==> src/rtl/mips_cpu_mem_arbiter.sv <==
// Round-robin arbiter sharing one single-port, 1-cycle-latency RAM between the fetch
// and data ports of mips_cpu_harvard. Define MEM_ARB_IBUF_EN for a one-entry fetch buffer.
module mips_cpu_mem_arbiter #(
  parameter int ADDR_WIDTH = 32,
  parameter int DATA_WIDTH = 32
) (
  input  logic                  clk,
  input  logic                  reset,
  input  logic                  instr_read,
  input  logic [ADDR_WIDTH-1:0] instr_address,
  output logic [DATA_WIDTH-1:0] instr_readdata,
  output logic                  instr_waitrequest,
  input  logic                  data_read,
  input  logic                  data_write,
  input  logic [ADDR_WIDTH-1:0] data_address,
  input  logic [DATA_WIDTH-1:0] data_writedata,
  output logic [DATA_WIDTH-1:0] data_readdata,
  output logic                  data_waitrequest,
  output logic [ADDR_WIDTH-1:0] mem_address,
  output logic                  mem_read,
  output logic                  mem_write,
  output logic [DATA_WIDTH-1:0] mem_writedata,
  input  logic [DATA_WIDTH-1:0] mem_readdata,
  output logic                  cpu_clk_enable
);

  typedef enum logic [2:0] {
    IDLE     = 3'd0,
    ISSUE_I  = 3'd1,
    WAIT_I   = 3'd2,
    ISSUE_DR = 3'd3,
    WAIT_DR  = 3'd4,
    ISSUE_DW = 3'd5
  } state_t;

  state_t                  state_r;
  logic                    last_grant_data_r;
  logic [DATA_WIDTH-1:0]   instr_readdata_r;
  logic [DATA_WIDTH-1:0]   data_readdata_r;
  logic                    ibuf_hit_s;
  logic [DATA_WIDTH-1:0]   ibuf_data_s;
  logic                    instr_pend_s;
  logic                    data_pend_s;
  logic                    grant_instr_s;
  logic                    grant_data_s;
  logic                    instr_done_s;
  logic                    data_done_s;

`ifdef MEM_ARB_IBUF_EN
  logic                    ibuf_valid_r;
  logic [ADDR_WIDTH-1:0]   ibuf_tag_r;
  logic [DATA_WIDTH-1:0]   ibuf_data_r;

  assign ibuf_hit_s  = (state_r == IDLE) && instr_read && ibuf_valid_r && (instr_address == ibuf_tag_r);
  assign ibuf_data_s = ibuf_data_r;

  // Fetch buffer: filled by every RAM fetch, invalidated by a store to the buffered address
  always_ff @(posedge clk) begin
    if (reset) begin
      ibuf_valid_r <= 1'b0;
      ibuf_tag_r   <= '0;
      ibuf_data_r  <= '0;
    end else if (state_r == WAIT_I) begin
      ibuf_valid_r <= 1'b1;
      ibuf_tag_r   <= mem_address;
      ibuf_data_r  <= mem_readdata;
    end else if (grant_data_s && data_write && (data_address == ibuf_tag_r)) begin
      ibuf_valid_r <= 1'b0;
    end else begin
      ibuf_valid_r <= ibuf_valid_r;
    end
  end
`else
  assign ibuf_hit_s  = 1'b0;
  assign ibuf_data_s = '0;
`endif

  // Grant decision and per-port handshake; a buffer hit leaves the RAM free for data
  always_comb begin
    instr_pend_s      = instr_read && !ibuf_hit_s;
    data_pend_s       = data_read || data_write;
    grant_instr_s     = (state_r == IDLE) && instr_pend_s && (!data_pend_s || last_grant_data_r);
    grant_data_s      = (state_r == IDLE) && data_pend_s && !grant_instr_s;
    instr_done_s      = !reset && ((state_r == WAIT_I) || ibuf_hit_s);
    data_done_s       = !reset && ((state_r == WAIT_DR) || (state_r == ISSUE_DW));
    instr_waitrequest = instr_read && !instr_done_s;
    data_waitrequest  = data_pend_s && !data_done_s;
    cpu_clk_enable    = !(instr_waitrequest || data_waitrequest);
    if (state_r == WAIT_I) begin
      instr_readdata = mem_readdata;
    end else if (ibuf_hit_s) begin
      instr_readdata = ibuf_data_s;
    end else begin
      instr_readdata = instr_readdata_r;
    end
    if (state_r == WAIT_DR) begin
      data_readdata = mem_readdata;
    end else begin
      data_readdata = data_readdata_r;
    end
  end

  // Arbitration FSM with registered RAM address, strobes and write data
  always_ff @(posedge clk) begin
    if (reset) begin
      state_r           <= IDLE;
      last_grant_data_r <= 1'b1;
      mem_read          <= 1'b0;
      mem_write         <= 1'b0;
      mem_address       <= '0;
      mem_writedata     <= '0;
      instr_readdata_r  <= '0;
      data_readdata_r   <= '0;
    end else begin
      mem_read  <= 1'b0;
      mem_write <= 1'b0;
      case (state_r)
        IDLE: begin
          if (grant_instr_s) begin
            mem_address       <= instr_address;
            mem_read          <= 1'b1;
            last_grant_data_r <= 1'b0;
            state_r           <= ISSUE_I;
          end else if (grant_data_s) begin
            mem_address       <= data_address;
            last_grant_data_r <= 1'b1;
            if (data_write) begin
              mem_write     <= 1'b1;
              mem_writedata <= data_writedata;
              state_r       <= ISSUE_DW;
            end else begin
              mem_read <= 1'b1;
              state_r  <= ISSUE_DR;
            end
          end else begin
            state_r <= IDLE;
          end
        end
        ISSUE_I:  state_r <= WAIT_I;
        ISSUE_DR: state_r <= WAIT_DR;
        ISSUE_DW: state_r <= IDLE;
        WAIT_I: begin
          instr_readdata_r <= mem_readdata;
          state_r          <= IDLE;
        end
        WAIT_DR: begin
          data_readdata_r <= mem_readdata;
          state_r         <= IDLE;
        end
        default: state_r <= IDLE;
      endcase
    end
  end

endmodule
==> config.mk <==
export PLATFORM = sky130hd
export DESIGN_NAME = mips_cpu_mem_arbiter
export DESIGN_NICKNAME = d
export VERILOG_FILES = /design/src/rtl/mips_cpu_mem_arbiter.sv
export SDC_FILE = /design/constraint.sdc
export NUM_CORES = 1
export LEC_CHECK = 0
export ABC_CLOCK_PERIOD_IN_PS = 4000
export BUFFER_PORTS_ARGS = -buffer_cell sky130_fd_sc_hd__buf_2
export CAP_MARGIN = 20
export CELL_PAD_IN_SITES_DETAIL_PLACEMENT = 1
export CELL_PAD_IN_SITES_GLOBAL_PLACEMENT = 2
export CORE_ASPECT_RATIO = 0.5
export CORE_UTILIZATION = 27
export CTS_BUF_LIST = sky130_fd_sc_hd__clkbuf_16
export DETAILED_ROUTE_END_ITERATION = 8
export HOLD_SLACK_MARGIN = 0.02
export MAX_ROUTING_LAYER = met4
export PLACE_DENSITY_LB_ADDON = 0.05
export SYNTH_ARGS = -nofsm -noshare
export SYNTH_HDL_FRONTEND = slang
export SYNTH_SLANG_ARGS = --single-unit
==> constraint.sdc <==
create_clock -name clk -period 4 [get_ports clk]
set_clock_uncertainty 0.15 [all_clocks]
set_input_delay 0.8 -clock clk [delete_from_list [all_inputs] [get_ports clk]]
set_output_delay 0.8 -clock clk [all_outputs]
set_load 0.05 [all_outputs]
==> flow_summary.json <==
{
  "synth_area_sq_um": 5160,
  "wl_met3_mm": 1.25,
  "core_area_sq_um": 18600,
  "drt-met1-wl_mm": 7.25,
  "relSlewSlack_pct": 56.3,
  "io_buffers": 265,
  "io_pins": 266,
  "cts_tree": "done",
  "antenna_found_initial": 1,
  "cap_violations": 0,
  "clock.fmax_mhz": 303,
  "routedWlPerCell_microns": 15.1,
  "holdCritStartpoint": "mem_address[30]$_SDFFE_PP0P_",
  "post_cts_buffers": 0,
  "cp_max_fo": 24,
  "row_count": 35,
  "first_iter_violations": 83,
  "worstHoldEndpoint": "mem_address[30]$_SDFFE_PP0P_",
  "ir_drop_mv": 0.248,
  "ys_ff_latch": 134,
  "clock-sinks": 134,
  "crit_arrival_ns": 2.35,
  "grt_pass1_vias": 4488,
  "crit_chain": "nor3b_4, buf_12, mux2_1, buf_2",
  "cp-end-kind": "primary output",
  "start_util_pct": 27.8,
  "final_cell_mix": "buf_2 (265), dfxtp_1 (134), nand2_1 (101)",
  "wl_met2_mm": 7.15,
  "dpl.hpwl_mm": 11.9,
  "setup_viol": 0,
  "worstMarginPinSlew_ns": 0.655,
  "min_path_type": "reg2reg",
  "cts_buffers": 17,
  "cp.required_ns": 3.05,
  "grt.overflow.total": 0,
  "synth-compound-area-share_pct": 7.20,
  "root_buffer": "clkbuf_16",
  "insertion_delay_ns": 0.41,
  "tns_ns": 0,
  "syn2layout_area_growth_pct": 42.2,
  "period_share_pct": 82.6,
  "start_kind": "register",
  "dr_total_vias": 4463,
  "status": "complete, no violations",
  "period_minus_slack_ns": 3.30,
  "drc_errors": 0,
  "yosysWarnings": 0,
  "die_x_microns": 198,
  "grt_max_degree": 65,
  "layout_commonest_cell": "buf_2",
  "ant_nets": 0,
  "max_stage_delay_ns": 0.62,
  "p_leak_nw": 3.67,
  "hold_buffers": 0,
  "powerDensity_nw_per_um2": 581,
  "rr_worst_depth": 4,
  "firstDrtPassIters": 4,
  "path_clk_slew_ns": 0.06,
  "yosys.area_share.adder_pct": 0,
  "synthSimpleGateAreaFrac_pct": 17.0,
  "reg2reg_from": "state_r[1]$_SDFF_PP0_",
  "reg2reg_to": "instr_readdata_r[21]$_SDFF_PP0_",
  "fillers": 2237,
  "synth_xor_area_share_pct": 0,
  "slowest_stage": "nor3b_4",
  "grt_util_all_layers_pct": 17.0,
  "fin_nets": 910,
  "wirelength_mm": 15.9,
  "drv_slew": 0,
  "dpl.cell_count": 1017,
  "critPathKind": "reg2out",
  "synth_cell_type_count": 27,
  "place_congestion": 0.744,
  "htree_levels": 4,
  "final_cells": 1051,
  "rsz0062_at_grt": "no",
  "grt_pass1_wl_mm": 24.6,
  "cts_buffer_depth": 2,
  "dieArea_sq_um": 19700,
  "postSynthCellCount": 518,
  "synth_top_family_by_area": "multiplexers",
  "r2r_setup_slack_ns": 1.87,
  "drive_above_1_share_pct": 46.3,
  "finalHoldViolCount": 0,
  "synthMuxAreaShare_pct": 20.2,
  "vias_per_cell": 4.25,
  "synth-seq-area-share_pct": 52.0,
  "hold_depth": 2,
  "cts-resized-gates": 0,
  "routed.top_layer": "met4",
  "die_h_microns": 99.8,
  "synth_area_per_cell_sq_um": 9.96,
  "syn-num-nets": 651
}
-- cell families after synthesis --
kind of cell / Yosys count
simple gates: 180
flops: 134
mux: 96
compound gates: 71
buf+inv: 37
-- per-layer routing --
| layer | vias up | GRT usage, % |
|---|---|---|
| met5 | - | - |
| met2 | 138 | 25.9 |
| li1 | 2244 | - |
| met1 | 2066 | 20.6 |
| met4 | 0 | 5.01 |
| met3 | 15 | 6.88 |
-- critical path: cells and delay by family, from the launching register on --
kind	cells	cell delay (ns)
simple gates	1	0.62
flops	1	0.45
buf+inv	2	0.49
mux	1	0.37
-- synth_stat cells (all sizes together) --
cell,count,area (sq um)
a211oi,1,7.51
a21boi,2,15.0
a21oi,33,165
a221o,1,10.0
a31oi,1,6.26
and2,64,400
and3,1,6.26
buf,17,110
clkbuf,17,63.8
dfxtp,134,2680
inv,3,11.3
mux2,64,721
mux2i,32,320
nand2,101,379
nand2b,1,6.26
nand3,1,5.00
nor2,7,28.8
nor3,1,16.3
nor3b,1,18.8
nor4,2,12.5
o211ai,1,7.51
o21ai,32,160
or3,1,6.26
-- power breakdown --
part / switching (W) / internal (W)
Clock: 0.000610 / 0.000982
Sequential: 0.0000543 / 0.00146
Combinational: 0.000835 / 0.000324
Total: 0.00150 / 0.00276
-- worst max path at each step --
| stage | start | endpoint | slack [ns] | cells after the start |
|---|---|---|---|---|
| finish | state_r[1]$_SDFF_PP0_ | instr_readdata[21] | 0.70 | 4 |
| global route | state_r[1]$_SDFF_PP0_ | instr_readdata[21] | 0.55 | 4 |
| CTS | state_r[1]$_SDFF_PP0_ | instr_readdata[21] | 0.62 | 4 |
| detailed placement | state_r[1]$_SDFF_PP0_ | instr_readdata[21] | 1.08 | 4 |
| global placement | state_r[1]$_SDFF_PP0_ | instr_readdata[31] | 1.13 | 4 |
| floorplan | reset | cpu_clk_enable | 0.28 | 4 |
-- stage by stage --
stage	setup WS (ns)	cell area (sq um)	total power, W	util [%]	hold WS, ns
3_3_place_gp	1.13	6730	0.00271	36.2	0.281
5_1_grt	0.550	7330	0.00447	39.5	0.316
6_report	0.695	7340	0.00426	39.5	0.295
4_1_cts	0.623	7330	0.00434	39.5	0.300
3_5_place_dp	1.08	6730	0.00272	36.2	0.287
2_1_floorplan	0.282	5160	0.00241	-	0.355
-- state kept, by name, summed over array words and instances (netlist names) --
signal and cells:
mem_address 32, mem_write 1, instr_readdata_r 32, last_grant_data_r 1, data_readdata_r 32, state_r 3, mem_writedata 32, mem_read 1
-- layout make-up --
class / count / area (sq um) / share of cell area [%]
inverters: 3 / 11.3 / 0.154
clock buffers: 17 / 425 / 5.80
multi-input cells: 347 / 2300 / 31.4
clock inverters: 15 / 180 / 2.46
repair buffers: 274 / 1410 / 19.2
well taps: 259 / 324 / 4.42
diodes: 2 / 5.00 / 0.0682
flip-flops and latches: 134 / 2680 / 36.6
Power figures use the tool's default switching activity.
